[config.mk]
export PLATFORM = sky130hd
export DESIGN_NAME = matvec_param_stream
export DESIGN_NICKNAME = d
export VERILOG_FILES = /design/src/rtl/matvec_param_stream.sv
export SDC_FILE = /design/constraint.sdc
export NUM_CORES = 2
export LEC_CHECK = 0
export ABC_AREA = 1
export CAP_MARGIN = 5
export CORE_ASPECT_RATIO = 1.1
export CORE_MARGIN = 3
export CORE_UTILIZATION = 60
export DETAILED_ROUTE_END_ITERATION = 8
export HOLD_SLACK_MARGIN = 0.12
export PLACE_DENSITY = 0.76
export SLEW_MARGIN = 20
export SYNTH_ARGS = -nofsm -noshare
export SYNTH_HDL_FRONTEND = slang
export SYNTH_SLANG_ARGS = --single-unit
export TNS_END_PERCENT = 1
[constraint.sdc]
create_clock -name clk -period 6.1 [get_ports clk]
set_input_delay 0.61 -clock clk [delete_from_list [all_inputs] [get_ports clk]]
set_output_delay 0.61 -clock clk [all_outputs]
set_load 0.02 [all_outputs]
[src/rtl/matvec_param_stream.sv]
// rtl/matvec_param_stream.sv - streamed M x N signed matrix-vector multiplier, one row result per output beat
// Loads W (optional) then x over one stream, computes each row through a pipelined multiply-accumulate.
module matvec_param_stream #(
    parameter int M           = 8,
    parameter int N           = 8,
    parameter int WIDTH       = 14,
    parameter int MULT_STAGES = 2,
    parameter int RELU        = 0,
    localparam int ACC_W      = 2*WIDTH + $clog2(N)
) (
    input  logic                    clk,
    input  logic                    reset,
    input  logic                    input_valid,
    output logic                    input_ready,
    input  logic [WIDTH-1:0]        input_data,
    input  logic                    new_matrix,
    output logic                    output_valid,
    input  logic                    output_ready,
    output logic [ACC_W-1:0]        output_data,
    output logic                    output_last
);
    localparam int PW = 2*WIDTH;
    localparam int MA = $clog2(M*N);
    localparam int XW = $clog2(N);
    localparam int CW = $clog2(N+1);
    localparam int RW = (M > 1) ? $clog2(M) : 1;

    typedef enum logic [2:0] {S_IDLE, S_LOAD_W, S_LOAD_X, S_COMPUTE, S_OUTPUT} state_t;

    state_t                   state_q, state_d;
    logic                     w_loaded_q, w_loaded_d;
    logic [MA-1:0]            ld_cnt_q, ld_cnt_d;
    logic [CW-1:0]            col_q, col_d;
    logic [RW-1:0]            row_q, row_d;
    logic [MA-1:0]            base_q, base_d;
    logic                     input_ready_q, input_ready_d;
    logic                     out_valid_q, out_valid_d;
    logic                     out_last_q, out_last_d;
    logic signed [ACC_W-1:0]  out_data_q, out_data_d;

    logic signed [WIDTH-1:0]  w_mem [M*N];
    logic signed [WIDTH-1:0]  x_mem [N];
    logic signed [WIDTH-1:0]  w_rd_q, x_rd_q;

    logic                     in_fire, out_fire;
    logic                     w_we, x_we;
    logic [MA-1:0]            wr_addr;
    logic                     rd_en, rd_first, rd_last;
    logic [MA-1:0]            rd_waddr;
    logic [XW-1:0]            rd_xaddr;
    logic                     rd_vld_q, rd_first_q, rd_last_q;

    logic signed [PW-1:0]     prod_c, m_prod;
    logic                     m_vld, m_first, m_last;
    logic signed [ACC_W-1:0]  acc_q, prod_ext;
    logic                     acc_done_q;

    assign in_fire      = reset && input_valid && input_ready_q;
    assign out_fire     = out_valid_q && output_ready;
    assign input_ready  = input_ready_q;
    assign output_valid = out_valid_q;
    assign output_last  = out_last_q;
    assign output_data  = out_data_q;

    always_comb begin
        state_d     = state_q;
        w_loaded_d  = w_loaded_q;
        ld_cnt_d    = ld_cnt_q;
        col_d       = col_q;
        row_d       = row_q;
        base_d      = base_q;
        out_valid_d = out_valid_q;
        out_last_d  = out_last_q;
        out_data_d  = out_data_q;
        w_we        = 1'b0;
        x_we        = 1'b0;
        wr_addr     = ld_cnt_q;
        rd_en       = 1'b0;
        rd_waddr    = base_q + MA'(col_q);
        rd_xaddr    = col_q[XW-1:0];
        rd_first    = (col_q == '0);
        rd_last     = (col_q == CW'(N-1));
        case (state_q)
            S_IDLE: begin
                if (in_fire) begin
                    wr_addr  = '0;
                    ld_cnt_d = MA'(1);
                    if (new_matrix || !w_loaded_q) begin
                        w_we    = 1'b1;
                        state_d = S_LOAD_W;
                    end else begin
                        x_we    = 1'b1;
                        state_d = S_LOAD_X;
                    end
                end
            end
            S_LOAD_W: begin
                if (in_fire) begin
                    w_we = 1'b1;
                    if (ld_cnt_q == MA'(M*N-1)) begin
                        w_loaded_d = 1'b1;
                        ld_cnt_d   = '0;
                        state_d    = S_LOAD_X;
                    end else begin
                        ld_cnt_d = ld_cnt_q + MA'(1);
                    end
                end
            end
            S_LOAD_X: begin
                if (in_fire) begin
                    x_we = 1'b1;
                    if (ld_cnt_q == MA'(N-1)) begin
                        ld_cnt_d = '0;
                        col_d    = '0;
                        row_d    = '0;
                        base_d   = '0;
                        state_d  = S_COMPUTE;
                    end else begin
                        ld_cnt_d = ld_cnt_q + MA'(1);
                    end
                end
            end
            S_COMPUTE: begin
                if (col_q < CW'(N)) begin
                    rd_en = 1'b1;
                    col_d = col_q + CW'(1);
                end
                if (acc_done_q) begin
                    out_valid_d = 1'b1;
                    out_last_d  = (row_q == RW'(M-1));
                    out_data_d  = (RELU != 0 && acc_q[ACC_W-1]) ? '0 : acc_q;
                    state_d     = S_OUTPUT;
                end
            end
            S_OUTPUT: begin
                if (out_fire) begin
                    out_valid_d = 1'b0;
                    out_last_d  = 1'b0;
                    if (row_q == RW'(M-1)) begin
                        state_d = S_IDLE;
                    end else begin
                        // The handshake cycle itself issues column 0 of the next row.
                        rd_en    = 1'b1;
                        rd_waddr = base_q + MA'(N);
                        rd_xaddr = '0;
                        rd_first = 1'b1;
                        rd_last  = 1'b0;
                        base_d   = base_q + MA'(N);
                        row_d    = row_q + RW'(1);
                        col_d    = CW'(1);
                        state_d  = S_COMPUTE;
                    end
                end
            end
            default: state_d = S_IDLE;
        endcase
        input_ready_d = (state_d == S_IDLE) || (state_d == S_LOAD_W) || (state_d == S_LOAD_X);
    end

    always_ff @(posedge clk) begin
        if (!reset) begin
            state_q       <= S_IDLE;
            w_loaded_q    <= 1'b0;
            ld_cnt_q      <= '0;
            col_q         <= '0;
            row_q         <= '0;
            base_q        <= '0;
            input_ready_q <= 1'b0;
            out_valid_q   <= 1'b0;
            out_last_q    <= 1'b0;
            out_data_q    <= '0;
        end else begin
            state_q       <= state_d;
            w_loaded_q    <= w_loaded_d;
            ld_cnt_q      <= ld_cnt_d;
            col_q         <= col_d;
            row_q         <= row_d;
            base_q        <= base_d;
            input_ready_q <= input_ready_d;
            out_valid_q   <= out_valid_d;
            out_last_q    <= out_last_d;
            out_data_q    <= out_data_d;
        end
    end

    always_ff @(posedge clk) begin
        if (w_we) w_mem[wr_addr] <= input_data;
        if (x_we) x_mem[wr_addr[XW-1:0]] <= input_data;
        if (rd_en) begin
            w_rd_q <= w_mem[rd_waddr];
            x_rd_q <= x_mem[rd_xaddr];
        end
    end

    always_ff @(posedge clk) begin
        if (!reset) begin
            rd_vld_q   <= 1'b0;
            rd_first_q <= 1'b0;
            rd_last_q  <= 1'b0;
        end else begin
            rd_vld_q   <= rd_en;
            rd_first_q <= rd_first;
            rd_last_q  <= rd_last;
        end
    end

    assign prod_c = PW'(w_rd_q) * PW'(x_rd_q);

    generate
        if (MULT_STAGES == 0) begin : g_nopipe
            assign m_prod  = prod_c;
            assign m_vld   = rd_vld_q;
            assign m_first = rd_first_q;
            assign m_last  = rd_last_q;
        end else begin : g_pipe
            logic signed [PW-1:0]   pp_q [MULT_STAGES];
            logic [MULT_STAGES-1:0] pv_q, pf_q, pl_q;
            always_ff @(posedge clk) begin
                pp_q[0] <= prod_c;
                for (int i = 1; i < MULT_STAGES; i++) pp_q[i] <= pp_q[i-1];
            end
            always_ff @(posedge clk) begin
                if (!reset) begin
                    pv_q <= '0;
                    pf_q <= '0;
                    pl_q <= '0;
                end else begin
                    pv_q[0] <= rd_vld_q;
                    pf_q[0] <= rd_first_q;
                    pl_q[0] <= rd_last_q;
                    for (int i = 1; i < MULT_STAGES; i++) begin
                        pv_q[i] <= pv_q[i-1];
                        pf_q[i] <= pf_q[i-1];
                        pl_q[i] <= pl_q[i-1];
                    end
                end
            end
            assign m_prod  = pp_q[MULT_STAGES-1];
            assign m_vld   = pv_q[MULT_STAGES-1];
            assign m_first = pf_q[MULT_STAGES-1];
            assign m_last  = pl_q[MULT_STAGES-1];
        end
    endgenerate

    assign prod_ext = ACC_W'(m_prod);

    always_ff @(posedge clk) begin
        if (!reset) begin
            acc_q      <= '0;
            acc_done_q <= 1'b0;
        end else begin
            if (m_vld) acc_q <= m_first ? prod_ext : acc_q + prod_ext;
            acc_done_q <= m_vld && m_last;
        end
    end
endmodule
**Word-level counts from Yosys, hierarchy flattened**

Memories as Yosys holds them, arrays and structs flattened. A register that Yosys moved wholly into a read port is not among the register bits.
Index checks and enable logic that the tools add are counted.
W data, S select, Z words.

- $add $sub $neg: 6
- $mul: 1
- Order comparisons: 1
- Equal/unequal tests: 18
- Muxes and demuxes: 67
- Reduce and logical (&&, ||, !) cells: 21

Operator list:

| operator | count |
|---|---|
| $mux W6 | 14 |
| $mux W3 | 14 |
| $add A31 B28 Y31 | 1 |
| $mux W31 | 1 |
| $mul A14 B14 Y28 | 1 |
| $mux W1 | 21 |
| $mux W4 | 5 |
| $pmux W6 S3 | 1 |
| $ne A2 B2 Y1 const B | 8 |
| $pmux W3 S5 | 1 |
| $pmux W4 S3 | 1 |
| $pmux W6 S2 | 1 |
| $pmux W1 S2 | 5 |
| $eq A3 B2 Y1 const B | 3 |
| $add A6 B1 Y6 const B | 1 |
| $add A6 B4 Y6 | 1 |
| $add A6 B4 Y6 const B | 1 |
| $eq A3 B1 Y1 const B | 2 |
| $eq A3 B3 Y1 const B | 2 |
| $eq A6 B3 Y1 const B | 1 |
| $eq A6 B6 Y1 const B | 1 |
| $logic_not A3 Y1 | 2 |
| $pmux W3 S2 | 1 |
| $reduce_and A3 Y1 | 2 |
| other kinds (15) | 23 |

- Register bits after elaboration: 98
- Memory bits (writable): 1064
- Bits of input ports: 19
- Output and inout bits: 34
- Memories kept: 3

Memory list:

| memory | depth | width | read ports | clocked after memory_dff | wr ports | RTL line | text |
|---|---|---|---|---|---|---|---|
| w_mem | 64 | 14 | 1 | 1 | 1 | 41 | `logic signed [WIDTH-1:0] w_mem [M*N];` |
| x_mem | 8 | 14 | 1 | 1 | 1 | 42 | `logic signed [WIDTH-1:0] x_mem [N];` |
| g_pipe.pp_q | 2 | 28 | 2 | 0 | 2 | 216 | `logic signed [PW-1:0] pp_q [MULT_STAGES];` |

**Longest topological paths before layout**

- Depth after elaboration: 8
- Depth in mapped cells: 26

**Worst setup path after synthesis**

No wires, ideal clock.

- Path type: register -> register
- Start: register w_rd_q[13], read port of w_mem
- End: memory g_pipe.pp_q[0][26] (netlist bit)
- Library setup time: 72 ps
- Arrival: 5400 ps
- Required time: 6028 ps
- Setup slack: 628 ps
- Stages on the path, launching flop included: 23
- Buffers on the path: 1
- Period minus slack after synthesis: 5472 ps
- Cell sequence: edfxtp_1 -> clkbuf_1 -> nand2_1 -> fa_1 -> inv_1 -> fa_1 -> inv_1 -> fa_1 -> inv_1 -> fa_1 -> fa_1 -> inv_1 -> fa_1 -> inv_1 -> ha_1 -> nand2_1 -> nor2_1 -> and3_1 -> nand4_1 -> nand3_1 -> nand2_1 -> nand3_1 -> xor2_1

RTL lines:

| what | RTL line | text |
|---|---|---|
| start, declared | 43 | `logic signed [WIDTH-1:0] w_rd_q, x_rd_q;` |
| end, declared | 216 |  |

==> impl_results.md <==
- Run status: finished, final reports clean
- Number of buffers inserted by hold repair at cts: 0
- Endpoint type of the worst setup path: flip-flop
- Total Die Area: 103000 um2
- Highest achievable clock rate: 174 MHz
- Largest net degree at the start of global routing: 132
- TritonCTS clock tree: done
- Routability Congestion: 0.900
- Number of setup violations in the final report: 0
- Count of standard-cell rows: 120
- Master of the slowest instance on the critical path: edfxtp_1
- # DRC: 0
- Type of element launching the critical path: flip-flop
- Core Footprint: 98000 um2
- Static leakage: 0.0292 uW
- Final worst-path setup slack: 338 ps
- Number of detailed-route iterations in the first pass: 6
- Number of antenna-violating nets in the routed design: 0
- Max_cap viols: 0
- Worst Tran Pin Value: 1120 ps
- Detailed-route via count: 43100
- Gr busiest metal: met2
- Cell variety after synth: 45
- Post-synthesis instance total: 6212
- Primary FF master, synth: edfxtp_1
- Worst path arrival time: 6330 ps
- Final period util: 94.5%
- Pwr Density: 247 nW/um2
- X dimension of the die: 307 um
- Maximum root-to-sink buffer count: 3
- Ys Warns: 0
- Final Critical Period: 5760 ps
- Placed wire-length estimate: 93.2 mm
- Port bufs: 52
- Initial DRC count: 5269
- Synth Area per Inst: 9.61 um2
- Antenna violations before repair: 2
- Wire length per cell after detailed routing: 20.0 um
- Async set or reset register ratio after synthesis: 0%
- Count of final hold-check violations: 0
- Number of clock buffers inserted by TritonCTS: 114
- Leading cell type in the layout, fill and taps excluded: nand2_1
- Commonest cells after routing, fill and taps aside: nand2_1 (1458), inv_1 (1307), edfxtp_1 (1036)
- Mapped Nets: 6531
- Number of ports placed on the die boundary: 53
- Maximum fanout count along the critical path: 14
- Global routing usage on met2: 48.1%
- Initial Util: 60.9%
- Number of fill cells: 7242
- Vias per Instance: 5.64
- Max Transition Viols Final: 0
- H-tree level count: 3
- Class of the tightest hold or removal check: flip-flop to flip-flop
- Part of the Yosys area used for sequential elements: 57.2%
- Post-synthesis instance area: 59700 um2
- Number of synthesized register bits: 1187
- Final total power: 16300 uW
- Overall Global Routing Usage: 29.6%
- Crit path buffers/inverters: 5
- Clock-pin slew of the registers on the worst-case setup and hold paths: 60 ps
- Largest vdd supply drop: 0.280 mV
- Global-route track usage on met1: 40.2%
- Diodes inserted: 0
- Fin Clk Skew: 53.2 ps
- Layout Nets: 6583
- Post-synth EDFFs: 1036
- Vias in the first global route: 41600
- Clock latency reported for the late side of the worst-skew pair: 720 ps
- Global routing met3 resource utilization: 5.48%
- WS Path Type: flip-flop to flip-flop
- Crit path top cell by count: fa_1
- Cell-by-cell trace of the critical path: nand2_1 > fa_1 > fa_1 > fa_1 > inv_1 > fa_1 > fa_1 > inv_1 > fa_1 > inv_1 > ha_1 > a21oi_2 > o21ai_0 > a21oi_1 > o21ai_0 > buf_4 > nand2_1 > nand2_1 > a21oi_1 > inv_1 > nand2_1 > nand2_1
- Required arrival time at the worst endpoint: 6670 ps
- Remaining Overflow, GRT: 0
- Die extent in y: 337 um
- Biggest cell delay along the critical path: 750 ps
- Global-route wire length before repair: 235 mm
- Kind of cell adding the most delay to the critical path: adder cells
- Clock Root Buffer: clkbuf_16
- Synth-to-layout area growth: 10.1%
- Max transition margin: 25.1%
- Post-Place Worst Slack: 300 ps
- Fraction of final layout cells with drive strength greater than 1: 6.40%
- Non-filler instance count after layout: 7641
- Number of clock sinks: 1187
- Number of placed instances with taps included: 7411
- DRT Wirelength: 153 mm
[synth_stat cells (41+ instances only)]
cell type,count,area [um2]
fa_1,196,3920
nor2_1,233,875
o21ai_0,56,280
dfxtp_1,151,3020
ha_1,104,1300
buf_4,41,308
nand2_1,1458,5470
nand3_1,1001,5010
inv_1,1307,4910
clkbuf_1,100,375
a21oi_1,144,721
buf_2,107,536
edfxtp_1,1036,31100
[cell type report]
cell class | count | area (um2) | area share, %
repair buffers | 214 | 1850 | 2.82
well taps | 1281 | 1600 | 2.44
clock buffers | 151 | 3100 | 4.71
clock inverters | 61 | 739 | 1.12
inverters | 1316 | 4950 | 7.53
flip-flops and latches | 1187 | 34100 | 51.9
multi-input cells | 3431 | 19400 | 29.5
[metal layers]
metal | up-vias | wire length, um
met2 | 2304 | 72300
li1 | 19900 | -
met1 | 20500 | 59000
met5 | - | 0
met4 | 0 | 5120
met3 | 333 | 16400
[state kept, by name (all words and copies together), names as in the netlist, 2 cells and up]
register     cells
ld_cnt_q         6
w_mem          896
g_pipe.pv_q      2
x_mem          112
col_q            4
row_q            3
g_pipe.pf_q      2
w_rd_q          14
g_pipe.pp_q     56
x_rd_q          14
acc_q           31
state_q          3
g_pipe.pl_q      2
base_q           3
output_data     31
[power breakdown]
| part | switching, uW | internal (uW) | leakage (uW) | total, uW |
|---|---|---|---|---|
| logic | 193 | 28.8 | 0.0168 | 222 |
| registers | 4.85 | 8820 | 0.0105 | 8830 |
| clock network | 3080 | 4140 | 0.00187 | 7220 |
[path summary, 6_finish.rpt]
kind,endpoint,from,cells after the start,slack (ps)
setup / recovery,g_pipe.pp_q[0][27],w_rd_q[2],22,340
hold / removal,g_pipe.pp_q[0][29],g_pipe.pp_q[0][1],0,310
setup reg to reg,g_pipe.pp_q[0][27],w_rd_q[2],22,340
hold reg to reg,g_pipe.pp_q[0][29],g_pipe.pp_q[0][1],0,310
[worst register-to-register path: cells and delay by family (launching register included)]
kind / cells / cell delay [ps]
adder cells (fa/ha/maj): 7 / 3320
flip-flops: 1 / 750
AO/OA/AOI/OAI: 5 / 740
AND/OR/NAND/NOR: 5 / 440
buffers and inverters: 5 / 380
[stage by stage]
step	util (%)	setup TNS, ps	instance area, um2	hold slack, ps
after floorplan	-	0	59700	310
after global placement	63.0	0	61700	310
after detailed placement	63.0	0	61700	312
after CTS	66.9	0	65600	313
after global routing	67.0	-0.112	65700	320
final	67.0	0	65700	308
[repair_timing]
item / in CTS / in global routing
setup buffers: 0 / 18
resized for setup: 0 / 2
setup endpoints to repair: 0 / 4
[logic make-up after synthesis]
group / share of synthesized area (%)
and+or+nand+nor: 20.2
buffers and inverters: 10.6
DFF: 57.2
adders and majority gates: 8.75
AOI/OAI and AO/OA: 2.70
xor gates and xnor gates: 0.675
No activity file was read; power rests on OpenSTA's default activity.
